`src/rtl/b2bcd_pkg.sv`:
```
// b2bcd_pkg: shared states, adjust constants and sizing helpers for the BCD converter
package b2bcd_pkg;

  typedef enum logic [1:0] {IDLE, SHIFT, DONE} state_t;

  localparam logic [3:0] ADJ_THRESH = 4'd4;
  localparam logic [3:0] ADJ_VAL = 4'd3;

  function automatic int bcd_digits(input int width);
    return (width + 2) / 3;
  endfunction

  function automatic int cnt_width(input int width);
    return (width <= 2) ? 1 : $clog2(width);
  endfunction

endpackage

```
`src/rtl/b2bcd_seq_ip_adj.sv`:
```
// bcd_digit_adj: double-dabble digit correction, adds 3 to any digit above 4
module bcd_digit_adj
  import b2bcd_pkg::*;
(
  input  logic [3:0] d,
  output logic [3:0] q
);

  assign q = (d > ADJ_THRESH) ? d + ADJ_VAL : d;

endmodule

```
`src/rtl/b2bcd_seq_ip.sv`:
```
// b2bcd_seq_ip: one-bit-per-clock binary-to-BCD converter with valid/ready handshake
module b2bcd_seq_ip
  import b2bcd_pkg::*;
#(
  parameter int WIDTH = 8,
  parameter int DIGIT = 3,
  parameter int SIGNED = 0
) (
  input  logic               clk,
  input  logic               rst_n,
  input  logic               in_valid,
  output logic               in_ready,
  input  logic [WIDTH-1:0]   in_data,
  output logic               out_valid,
  input  logic               out_ready,
  output logic [DIGIT*4-1:0] out_bcd,
  output logic               out_sign,
  output logic               out_ovf
);

  localparam int NI = bcd_digits(WIDTH);
  localparam int CW = cnt_width(WIDTH);
  localparam logic [CW-1:0] LAST = CW'(WIDTH - 1);

  state_t state, state_n;
  logic [NI*4-1:0] bcd, adj, fin;
  logic [WIDTH-1:0] sh, mag;
  logic [CW-1:0] cnt;
  logic [DIGIT*4-1:0] res;
  logic [NI-1:0] hi;
  logic neg, sign_r, accept, last;

  assign neg = (SIGNED != 0) && in_data[WIDTH-1];
  assign mag = neg ? -in_data : in_data;
  assign accept = (state == IDLE) && in_valid;
  assign last = (state == SHIFT) && (cnt == LAST);
  // Value the scratch register would hold after the final shift
  assign fin = {adj[NI*4-2:0], sh[WIDTH-1]};

  for (genvar g = 0; g < NI; g++) begin : g_adj
    bcd_digit_adj u_adj (.d(bcd[g*4+:4]), .q(adj[g*4+:4]));
    if (g < DIGIT) begin : g_lo
      assign res[g*4+:4] = fin[g*4+:4];
      assign hi[g] = 1'b0;
    end else begin : g_hi
      assign hi[g] = |fin[g*4+:4];
    end
  end

  for (genvar g = NI; g < DIGIT; g++) begin : g_pad
    assign res[g*4+:4] = 4'd0;
  end

  // State register
  always_ff @(posedge clk) begin
    if (!rst_n) state <= IDLE;
    else state <= state_n;
  end

  // Next-state: accept in IDLE, leave SHIFT on the WIDTH-th shift, retire in DONE
  always_comb begin
    state_n = accept ? SHIFT :
              last ? DONE :
              (state == DONE && out_ready) ? IDLE : state;
  end

  // Scratch register, bit counter and registered outputs
  always_ff @(posedge clk) begin
    if (!rst_n) begin
      bcd <= '0;
      sh <= '0;
      cnt <= '0;
      sign_r <= 1'b0;
      in_ready <= 1'b0;
      out_valid <= 1'b0;
      out_bcd <= '0;
      out_sign <= 1'b0;
      out_ovf <= 1'b0;
    end else begin
      in_ready <= state_n == IDLE;
      if (accept) begin
        bcd <= '0;
        sh <= mag;
        cnt <= '0;
        sign_r <= neg;
      end
      if (state == SHIFT) begin
        {bcd, sh} <= {adj, sh} << 1;
        cnt <= cnt + 1'b1;
      end
      if (last) begin
        out_valid <= 1'b1;
        out_bcd <= res;
        out_sign <= sign_r;
        out_ovf <= |hi;
      end
      if (state == DONE && out_ready) out_valid <= 1'b0;
    end
  end

endmodule

```
`config.mk`:
```
export PLATFORM = sky130hd
export DESIGN_NAME = b2bcd_seq_ip
export DESIGN_NICKNAME = d
export VERILOG_FILES = /design/src/rtl/b2bcd_pkg.sv /design/src/rtl/b2bcd_seq_ip_adj.sv /design/src/rtl/b2bcd_seq_ip.sv
export SDC_FILE = /design/constraint.sdc
export NUM_CORES = 1
export LEC_CHECK = 0
export ABC_AREA = 1
export BUFFER_PORTS_ARGS = -buffer_cell sky130_fd_sc_hd__buf_2
export CORE_MARGIN = 3
export CORE_UTILIZATION = 40
export CTS_CLUSTER_DIAMETER = 120
export DETAILED_ROUTE_END_ITERATION = 7
export GPL_TIMING_DRIVEN = 0
export MAX_ROUTING_LAYER = met4
export PLACE_DENSITY = 0.56
export SKIP_CTS_REPAIR_TIMING = 1
export SYNTH_ARGS = -nofsm -noshare
export SYNTH_HDL_FRONTEND = slang
export SYNTH_SLANG_ARGS = --single-unit
```
`constraint.sdc`:
```
create_clock -name clk -period 2.3 [get_ports clk]
set_clock_uncertainty 0.2 [all_clocks]
set_input_delay 0.23 -clock clk [delete_from_list [all_inputs] [get_ports clk]]
set_output_delay 0.23 -clock clk [all_outputs]
set_load 0.1 [all_outputs]
```
=== Word level (Yosys, flattened, before mapping) ===
Index checks and enable logic that the tools add are counted.

* Memories: 0
* ROM bits: 0
* Bits in writable memories: 0
* Register bits after elaboration: 39
* Bits of input ports: 12
* Latch bits: 0
* Logic and storage cells: 39

* Add/subtract/negate cells: 4
* Bitwise operators: 1
* Multiply operators: 0
* Equal/unequal tests: 3
* Multiplexer cells: 12
* $lt $le $gt $ge: 3
* Reduce and logical (&&, ||, !) cells: 8
* Divide/modulo/power cells: 0
* Shift operators: 0

{| class="wikitable"
|+ Operator list
! operator !! number
|-
| 12-bit 2-to-1 mux || 2
|-
| 8-bit 2-to-1 mux || 2
|-
| 4-bit by 3-bit greater-than comparator with 1-bit output, second input constant || 3
|-
| 3-bit 2-to-1 mux || 3
|-
| 4-bit by 2-bit adder with 4-bit output, second input constant || 2
|-
| 4-bit 2-to-1 mux || 2
|-
| 2-bit 2-to-1 mux || 3
|-
| 2-bit zero test || 2
|-
| 2-bit OR reduction || 2
|-
| 3-bit by 1-bit adder with 3-bit output, second input constant || 1
|-
| 3-bit by 2-bit adder with 3-bit output, second input constant || 1
|-
| 3-bit equality test, second input constant || 1
|-
| 1-bit logical AND || 3
|-
| 2-bit by 1-bit equality test with 1-bit output, second input constant || 1
|-
| 2-bit equality test, second input constant || 1
|-
| 2-bit nonzero test || 1
|-
| 1-bit inverter || 1
|}

=== Longest topological paths before layout ===
Gate-level depths: netlist (run 1).

* Word-level depth: 6
* Depth in mapped cells: 10

=== Modules after synthesis ===
From an unflattened synthesis (run 1), not the netlist that was laid out.

* Cells, all modules: 297
* Area total of the unflattened synthesis: 1943.1 µm²

{| class="wikitable"
|+ Modules (own cells, without submodules)
! module !! area each (µm²) !! times used !! sequential area each (µm²) !! cells an instance
|-
| b2bcd_seq_ip || 1541.5 || 1 || 780.7 || 210
|-
| bcd_digit_adj || 133.9 || 3 || 0.0 || 29
|}

=== Worst setup path after synthesis (run 1) ===
OpenSTA, ideal clock, no wires.

* Kind: reg2reg
* From: reg cnt[0]
* To: reg out_bcd[11]
* Cell stages (with the launch flop): 9
* Path slack: 0.770 ns
* Library setup time: 0.113 ns
* Data arrival time: 1.217 ns
* Path through: dfxtp_1 > ha_1 > ha_1 > inv_1 > nor2_4 > buf_6 > o21a_1 > o21ai_1 > inv_1

* Word-level cells in the longest chain between the ends: 2

{| class="wikitable"
|+ Ends and longest elaborated chain
! what !! RTL line !! RTL
|-
| start: declaration || b2bcd_seq_ip.sv:28 || <nowiki>logic [CW-1:0] cnt;</nowiki>
|-
| start signal: assignment || b2bcd_seq_ip.sv:89 || <nowiki>cnt <= cnt + 1'b1;</nowiki>
|-
| 3-bit equality test || b2bcd_seq_ip.sv:36 || <nowiki>assign last = (state == SHIFT) && (cnt == LAST);</nowiki>
|-
| 1-bit logical AND || b2bcd_seq_ip.sv:36 ||
|-
| end signal: assignment || b2bcd_seq_ip.sv:93 || <nowiki>out_bcd <= res;</nowiki>
|-
| end: declaration || b2bcd_seq_ip.sv:16 || <nowiki>output logic [DIGIT*4-1:0] out_bcd,</nowiki>
|}

No other way between the ends.
A chain may end at the register's enable or synchronous reset.

=== Worst setup path after layout (run 1) ===
Ends and elaborated chain as after synthesis.

==> results.md, run 1 <==
- Comb pwr share: 0.094
- Switching part of the total: 0.256
- Port bufs: 24
- Crit Path Max Fanout: 10
- Psw: approximately 0.00035 W
- Cell count of the worst reg-to-reg path: 8
- Clock latency on the worst-skew pair: ~0.29 ns
- ANT nets after route: 0
- Max Clk Rate: 626 MHz
- Num CTS Buffers: 5
- Setup_tns: 0 ns
- Setup violations, final: 0
- Clock root cell: clkbuf_8
- Gp weighted congestion: between 0.8 and 0.9
- Residual DRC: 0
- Iteration-0 DRC Markers: 50
- Reg clk slew, reported paths: about 0.080 ns
- Period utilization: 0.695
- GRT Total Usage: 0.162
- NumNets Final: 320
- Number of global-route vias before repair: approximately 1500
- Non-filler cells, final: 353
- Top post-synthesis cells by area: dfxtp_1 (41%), nand2_1 (19%), inv_1 (5.9%), ha_1 (5.2%), nand3_1 (4.4%)
- CP startpoint kind: flop
- CTS tree: built
- Total power: approximately 0.0013 W
- Hpwl dp: 2.94 mm
- Hold Path Cell Cnt: 3
- Synth Warn #: 0
- Internal power: 0.00100 W
- Post-synth top area share: 0.407
- Critical R2R Capture: out_bcd[11]
- Setup CP Type: flop to flop
- WL/cell: 11.5 um
- Starting Density: 0.426
- Min-delay src: in_data[1]
- Distinct cells, synth: 25
- VDD IR max: around 0.39 mV
- Final global-route overflow total: 0
- RSZ-0062 raised after global routing: false
- Clock Path Buffers: 2
- Via Count: between 1500 and 2000
- Via-to-Cell Ratio: roughly 4.7
- WL final: 4.05 mm
- I/O pin cnt: 28
- P per Cell Area: 609 mW/mm^2
- Worst reg2reg setup slack: 0.70 ns
- Cell area after synthesis: 0.00192 sq mm
- Status: finished with violations
- Die height: 75.3 um
- Arrival time of the worst setup path: 1.59 ns
- R2r startpoint: cnt[0]
- Area grow syn2layout: 15.3%
- Placed Cells incl. Taps: roughly 350
- Top cell type by total area after synthesis: dfxtp_1
- Worst Hold Class: input port to flop
- Hold endpoint: sh[1]
- First-pass GRT wire length: 6.78 mm
- H-tree depth: 2
- Largest net degree at the start of global routing: 13
- Clock share of power: 0.387
- Leakage: between 1 and 1.5 nW
- Ant. Diodes: 0
- Drt pass-1 iters: 4
- Clock Sink Count: 39
- CP endpoint kind: flop
- Data required time at the worst endpoint: 2.29 ns
- FILL cells: 455
- Crit path time final: roughly 1.6 ns
- Seq/Total Area, Yosys: 0.407
- Syn Inst Count: 268
- Die W: approximately 75 um
- Layout cells sized above 1: 0.179
- Core Area: 0.00450 sq mm
- Syn Area/Cell: 7.16 sq um
- Failing checks: hold timing
- Max-Cap Viols: 0
- Row cnt: 24
- Post-synthesis register bit count: 39
- Final hold slack: -0.00103 ns
- Final Max Tran Viols: 0
- Register share of total power: 0.520
- Antenna violations before repair: 0
- Die ar.: 0.00567 sq mm
- Final Hold Viols: 1
## placed cells by master (no fill, tap or decap)
cell	synthesis	layout
nor2_4	1	1
clkbuf_2	1	1
conb_1	1	2
dfxtp_1	39	39
inv_2	2	2
nor4_2	1	1
nand3_1	17	17
o21a_1	11	11
ha_1	8	8
nand2_2	1	1
nand2_1	99	99
nor2_2	1	1
buf_2	3	27
a21oi_2	1	1
clkinvlp_4	0	1
and2_1	1	1
a31oi_1	7	7
o21ai_1	4	4
o21ai_0	4	4
inv_1	30	30
nor2_1	9	9
clkinv_4	1	1
nand2_4	2	2
buf_6	4	4
a21oi_1	16	16
clkbuf_8	0	7
buf_4	4	4
## synthesized netlist by cell type
master	count
nand2_4	2
inv_2	2
conb_1	1
buf_2	3
o21ai_0	4
nand2_1	99
clkinv_4	1
dfxtp_1	39
nand3_1	17
nor2_2	1
buf_4	4
o21a_1	11
clkbuf_2	1
nand2_2	1
ha_1	8
inv_1	30
nor2_1	9
a21oi_2	1
buf_6	4
and2_1	1
a31oi_1	7
nor2_4	1
o21ai_1	4
a21oi_1	16
nor4_2	1
## layout make-up
cell class / count / area, sq um / area share
well taps: 52 / 65.1 / 0.0294
plain buffers: 12 / 95.1 / 0.0430
clock buffers: 7 / 96.3 / 0.0436
multi-input cells: 185 / 918 / 0.415
flip-flops and latches: 39 / 781 / 0.353
clock inverters: 1 / 7.51 / 0.00339
repair buffers: 24 / 120 / 0.0543
inverters: 33 / 129 / 0.0583
## critical path: stages (launching register included)
cell and delay [ns]:
dfxtp_1 0.33, ha_1 0.20, ha_1 0.22, inv_1 0.10, nor2_4 0.05, buf_6 0.13
o21a_1 0.16, o21ai_1 0.06, inv_1 0.05
## how the worst max path moves through the flow
stage          slack (ns)  cells past startpoint     endpoint    from
6_report             0.70                      8  out_bcd[11]  cnt[0]
5_1_grt              0.58                      8   out_bcd[3]  cnt[0]
4_1_cts              0.70                      8  out_bcd[11]  cnt[0]
3_5_place_dp         0.71                      8  out_bcd[11]  cnt[0]
3_3_place_gp         0.72                      8   out_bcd[8]  cnt[0]
2_1_floorplan        0.77                      8  out_bcd[11]  cnt[0]
## registers in the layout, summed over array words and instances, names as in the netlist
register and cells:
sh 8, out_bcd 12, in_ready 1, state 2
cnt 3, bcd 12, out_valid 1
## power groups by stage
stage	sequential (W)	combinational [W]	clock, W
4_1_cts	0.000700	0.000128	0.000535
2_1_floorplan	0.000725	0.0000853	0
6_report	0.000700	0.000126	0.000521
3_5_place_dp	0.000716	0.000128	0
5_1_grt	0.000702	0.000139	0.000561
3_3_place_gp	0.000716	0.000128	0
## cell families after synthesis
kind of cell,synth area share
compound gates,0.133
fa+ha+maj,0.0522
buf+inv,0.117
flops,0.407
other cells,0.00195
simple gates,0.289
## per-stage QoR
step / util / instance area (sq um) / hold slack [ns] / worst slack (ns)
2_1_floorplan: - / 1920 / 0.195 / 0.770
3_3_place_gp: 0.468 / 2110 / 0.251 / 0.719
3_5_place_dp: 0.468 / 2110 / 0.251 / 0.707
4_1_cts: 0.491 / 2210 / -0.00623 / 0.702
5_1_grt: 0.491 / 2210 / 0.00603 / 0.579
6_report: 0.491 / 2210 / -0.00103 / 0.701
## routing by layer
layer | track usage | wire [um]
met1 | 0.203 | 2090
met2 | 0.258 | 1750
met4 | 0.0524 | 47
met3 | 0.0387 | 161
met5 | - | 0
No activity file was read; power rests on OpenSTA's default activity.
==> inputs of run 2 (changes only) <==
--- a/config.mk
+++ b/config.mk
@@ -5,7 +5,7 @@
 export SDC_FILE = /design/constraint.sdc
 export NUM_CORES = 1
 export LEC_CHECK = 0
-export ABC_AREA = 1
+export ABC_AREA = 0
 export BUFFER_PORTS_ARGS = -buffer_cell sky130_fd_sc_hd__buf_2
 export CORE_MARGIN = 3
 export CORE_UTILIZATION = 40
@@ -13,7 +13,7 @@
 export DETAILED_ROUTE_END_ITERATION = 7
 export GPL_TIMING_DRIVEN = 0
 export MAX_ROUTING_LAYER = met4
-export PLACE_DENSITY = 0.56
+export PLACE_DENSITY = 0.57
 export SKIP_CTS_REPAIR_TIMING = 1
 export SYNTH_ARGS = -nofsm -noshare
 export SYNTH_HDL_FRONTEND = slang
==> constraint.sdc (replaced) <==
create_clock -name clk -period 1.7 [get_ports clk]
set_clock_uncertainty 0.2 [all_clocks]
set_input_delay 0.17 -clock clk [delete_from_list [all_inputs] [get_ports clk]]
set_output_delay 0.17 -clock clk [all_outputs]
set_load 0.1 [all_outputs]
==> run 2 against run 1 <==
Compared with the run above: the flow still finishes with violations (hold timing); synthesized cell count down 25%; total power increased by 42%; first-iteration DRC count increased by 52%; clock power up 54%.
==> results.md, run 2 <==
- Final Hold Viols: 8
- Hold Path Cell Cnt: 3
- Setup violations, final: 0
- VDD IR max: ~0.66 mV
- Clock Sink Count: 39
- Leakage: ~0.9 nW
- Syn Area/Cell: 8.72 sq um
- Port bufs: 25
- H-tree depth: 2
- Setup_tns: 0 ns
- Die W: 72.0 um
- Final instance area: 0.00207 sq mm
- Leading cell type in the layout, fill and taps excluded: dfxtp_1
- Switching part of the total: 0.234
- Top Registers: bcd: 12 flops, out_bcd: 12 flops, sh: 8 flops
- Failing checks: hold timing
- Period utilization: 0.959
- Min-delay src: in_data[5]
- Post-synthesis register bit count: 39
- Final global-route overflow total: 0
- Clock Path Buffers: 2
- Top cell type by total area after synthesis: dfxtp_1
- Via Count: 1468
- Max-Cap Viols: 0
- Ant. Diodes: 0
- WL final: 3.71 mm
- CP startpoint kind: flop
- Post-synth top area share: 0.448
- Clock latency on the worst-skew pair: 0.29 ns
- Worst Hold Class: input port to flop
- GRT Total Usage: 0.160
- Distinct cells, synth: 31
- Residual DRC: 0
- Die height: 72.0 um
- Core Area: a little over 0.004 sq mm
- Top cells by count, synth: dfxtp_1 (39), o21ai_0 (27), a21oi_1 (15), nand3_1 (12)
- RSZ-0062 raised after global routing: true
- Via-to-Cell Ratio: 5.17
- Clock root cell: clkbuf_8
- Area grow syn2layout: 18.8%
- Cell area after synthesis: approximately 0.0017 sq mm
- Arrival time of the worst setup path: between 1.5 and 2 ns
- Num CTS Buffers: 5
- Internal power: 0.00147 W
- Syn Inst Count: 200
- Hpwl dp: 2.67 mm
- Row cnt: 23
- NumNets Final: 253
- EDFF count, synth: 0
- Register share of total power: 0.497
- Synth Warn #: 0
- Clock share of power: 0.418
- Antenna violations before repair: 0
- Iteration-0 DRC Markers: 76
- Cell count of the worst reg-to-reg path: 5
- Status: finished with violations
- Final Max Tran Viols: 0
- DP Area: 0.00194 sq mm
- Cell with the most instances after synthesis: dfxtp_1
- ANT nets after route: 0
- Async SR Flop Fraction: 0
- First-pass GRT wire length: about 6.3 mm
- Reg clk slew, reported paths: 0.08 ns
- R2r startpoint: bcd[0]
- Setup crit start: bcd[0]
- Layout cells sized above 1: 0.239
- P per Cell Area: 926 mW/mm^2
- Drt pass-1 iters: 4
- Die ar.: 0.00519 sq mm
- I/O pin cnt: 28
- Setup CP Type: flop to flop
- Crit Path Max Fanout: 3
- Number of global-route vias before repair: 1364
- Starting Density: 0.424
- Crit path time final: 1.63 ns
- Seq/Total Area, Yosys: 0.448
- Primary FF master, synth: dfxtp_1
- Final hold slack: -0.0215 ns
- WL/cell: 13.1 um
- Comb pwr share: 0.084
- Placed Cells incl. Taps: 276
- Gp weighted congestion: between 0.7 and 0.8
- Psw: 0.000449 W
- Non-filler cells, final: 284
- Top post-synthesis cells by area: dfxtp_1 (45%), o21ai_0 (7.7%), ha_1 (5.7%), a21oi_1 (4.3%), nor2b_1 (3.9%)
- Data required time at the worst endpoint: 1.75 ns
- Largest net degree at the start of global routing: 13
- CP endpoint kind: flop
- Max Clk Rate: just over 600 MHz
- Total power: between 0.0015 and 0.002 W
- Commonest cells after routing, fill and taps aside: dfxtp_1 (39), buf_2 (28), o21ai_0 (24)
- CTS tree: built
## run 2: cell count changes in the layout (fill, tap and decap cells not counted), sizes merged, moves of 7 or more
| cell | previous run | this run |
|---|---|---|
| nor2b | 0 | 11 |
| nand2 | 102 | 11 |
| o21a | 11 | 0 |
| o22ai | 0 | 7 |
| inv | 32 | 11 |
| o21ai | 8 | 33 |
## run 2: stage by stage
step / util / worst slack (ns)
6_report: 0.503 / 0.0697
5_1_grt: 0.503 / -0.0115
4_1_cts: 0.499 / -0.0280
3_5_place_dp: 0.470 / -0.00745
3_3_place_gp: 0.470 / 0.0240
2_1_floorplan: - / 0.129
## run 2: cell families after synthesis
logic type / synth area share
compound gates: 0.222
xor+xnor: 0.0151
fa+ha+maj: 0.0574
buf+inv: 0.0603
flops: 0.448
mux: 0.0323
other cells: 0.00215
simple gates: 0.163
## run 2: power groups by stage
stage	clock (W)	combinational [W]	sequential, W
finish	0.000802	0.000162	0.000954
global route	0.000847	0.000182	0.000958
CTS	0.000823	0.000162	0.000953
detailed placement	0	0.000161	0.000975
global placement	0	0.000162	0.000975
floorplan	0	0.000109	0.000982
## run 2: cell type report
cell class                 instances  area (sq um)
multi-input combinational        140           881
clock inverter                     2          35.0
clock buffer                       6          82.6
sequential                        39           781
timing repair buffer              25           125
buffer                            11          63.8
fill                             439          2040
tap                               50          62.6
inverter                          11          41.3
## run 2: per-layer routing
metal | GRT usage | vias up | routed length, um
li1 | - | 760 | -
met1 | 0.203 | 670 | 1830
met2 | 0.247 | 30 | 1640
met3 | 0.0374 | 8 | 176
met4 | 0.0626 | 0 | 63
met5 | - | - | 0
## run 2: critical path, cell delays in order (launching register included)
cell and delay, ns:
dfxtp_1 0.36, inv_1 0.09, ha_1 0.21, or3b_2 0.45
a21oi_1 0.18, a21o_1 0.10
## run 2: path summary, 6_finish.rpt
path / to / slack (ns)
worst max-delay path: bcd[3] / 0.07
worst min-delay path: sh[5] / -0.02
worst max register to register: bcd[3] / 0.07
worst min register to register: out_bcd[2] / 0.25
==> inputs of run 3 (changes only) <==
--- a/config.mk
+++ b/config.mk
@@ -13,7 +13,7 @@
 export DETAILED_ROUTE_END_ITERATION = 7
 export GPL_TIMING_DRIVEN = 0
 export MAX_ROUTING_LAYER = met4
-export PLACE_DENSITY = 0.57
+export PLACE_DENSITY = 0.64
 export SKIP_CTS_REPAIR_TIMING = 1
 export SYNTH_ARGS = -nofsm -noshare
 export SYNTH_HDL_FRONTEND = slang
==> run 3 against run 2 <==
Compared with the run above: the flow still finishes with violations (hold timing); die area unchanged; global-route usage up 0.055 points; register-to-register slack worse by 0.02 ns; worst hold slack better by 0.015 ns; count of clock-buffer cells in the layout unchanged; combinational power about the same; critical path type unchanged.
==> results.md, run 3 (synthesis results as in run 2) <==
- WL final: 3.68 mm
- Crit Path Max Fanout: 3
- Ant. Diodes: 0
- Clock latency on the worst-skew pair: 0.28 ns
- Clock Path Buffers: 2
- VDD IR max: about 0.38 mV
- Crit path buffers/inverters: 2
- Residual DRC: 0
- Clock root cell: clkbuf_8
- Die W: 72.0 um
- CP endpoint kind: flop
- Antenna violations before repair: 0
- CP Cell Sequence: inv_1 > ha_1 > inv_1 > a21oi_2 > mux2_2 > o21ai_0
- Die ar.: ~0.0052 sq mm
- Num CTS Buffers: 5
- Max incr delay on CP: 0.37 ns
- Worst reg2reg setup slack: 0.05 ns
- GRT Total Usage: 0.160
- Final global-route overflow total: 0
- Hpwl dp: 2.58 mm
- H-tree depth: 2
- Clock Sink Count: 39
- Via Count: around 1500
- Crit path max-delay family: multiplexers
- CP startpoint kind: flop
- Data required time at the worst endpoint: 1.71 ns
- CTS tree: built
- Final core occ: 0.501
- Port bufs: 25
- Row cnt: 23
- CP max stage cell: mux2_2
- Worst Hold Class: input port to flop
- Core Area: roughly 0.004 sq mm
- Cell mode on critical path: inv_1
- Leakage: 0.886 nW
- Area grow syn2layout: 18.3%
- Starting Density: 0.424
- Crit path time final: 1.65 ns
- First-pass GRT wire length: 6.40 mm
- Layout cells sized above 1: 0.239
- ANT nets after route: 0
- Failing checks: hold timing
- Via-to-Cell Ratio: 5.17
- Drt pass-1 iters: 4
- Period utilization: 0.968
- P per Cell Area: 898 mW/mm^2
- Arrival time of the worst setup path: about 1.7 ns
- Top Registers: bcd: 12 flops, out_bcd: 12 flops, sh: 8 flops
- Setup_tns: 0 ns
- Setup violations, final: 0
- Max Clk Rate: 607 MHz
- Final hold slack: -0.00700 ns
- Number of global-route vias before repair: 1391
- Final Max Tran Viols: 0
- WL/cell: 13.0 um
- Iteration-0 DRC Markers: between 100 and 150
- Leading cell type in the layout, fill and taps excluded: dfxtp_1
- Gp weighted congestion: 0.819
- NumNets Final: 254
- Reg clk slew, reported paths: 0.07 ns
- Status: finished with violations
- Max-Cap Viols: 0
- I/O pin cnt: 28
- Die height: 72.0 um
- Final Hold Viols: 4
- Largest net degree at the start of global routing: 12
- Commonest cells after routing, fill and taps aside: dfxtp_1 (38), buf_2 (28), o21ai_0 (24)
- Setup CP Type: flop to flop
==> run 3: worst paths after layout <==
path	from	depth (start not counted)	end
min	in_data[7]	3	sh[7]
max reg2reg	bcd[8]	6	bcd[10]
max	bcd[8]	6	bcd[10]
min reg2reg	out_bcd[2]	2	out_bcd[2]
==> run 3: routing by layer <==
| layer | up-vias | track usage | routed length, um |
|---|---|---|---|
| li1 | 761 | - | - |
| met1 | 675 | 0.208 | 1810 |
| met2 | 26 | 0.257 | 1710 |
| met3 | 5 | 0.0263 | 120 |
| met4 | 0 | 0.0501 | 47 |
| met5 | - | - | 0 |
==> run 3: per-stage QoR <==
stage | total power, W | cells | cell area, sq um | setup WS (ns)
3_5_place_dp | 0.00114 | 276 | 1940 | 0.00524
5_1_grt | 0.00191 | 284 | 2060 | -0.00734
4_1_cts | 0.00186 | 283 | 2040 | -0.0120
6_report | 0.00185 | 284 | 2060 | 0.0536
2_1_floorplan | 0.00109 | 201 | 1750 | 0.129
3_3_place_gp | 0.00114 | 276 | 1940 | 0.0172
==> run 3: layout make-up <==
class / count / area (sq um)
plain buffers: 11 / 63.8
multi-input cells: 140 / 878
fillers: 422 / 2050
repair buffers: 26 / 133
clock inverters: 1 / 30.0
well taps: 50 / 62.6
clock buffers: 6 / 72.6
flip-flops and latches: 39 / 782
inverters: 11 / 41.3
==> run 3: power breakdown <==
group	internal, W	total (W)	switching (W)
clock	0.000430	0.000734	0.000304
sequential	0.000940	0.000956	0.0000164
combinational	0.0000556	0.000161	0.000106
==> run 3: tightest hold or removal path: cells and delay by family <==
| kind | cells | cell delay (ns) |
|---|---|---|
| buffers and inverters | 1 | 0.08 |
| AOI/OAI and AO/OA | 2 | 0.19 |
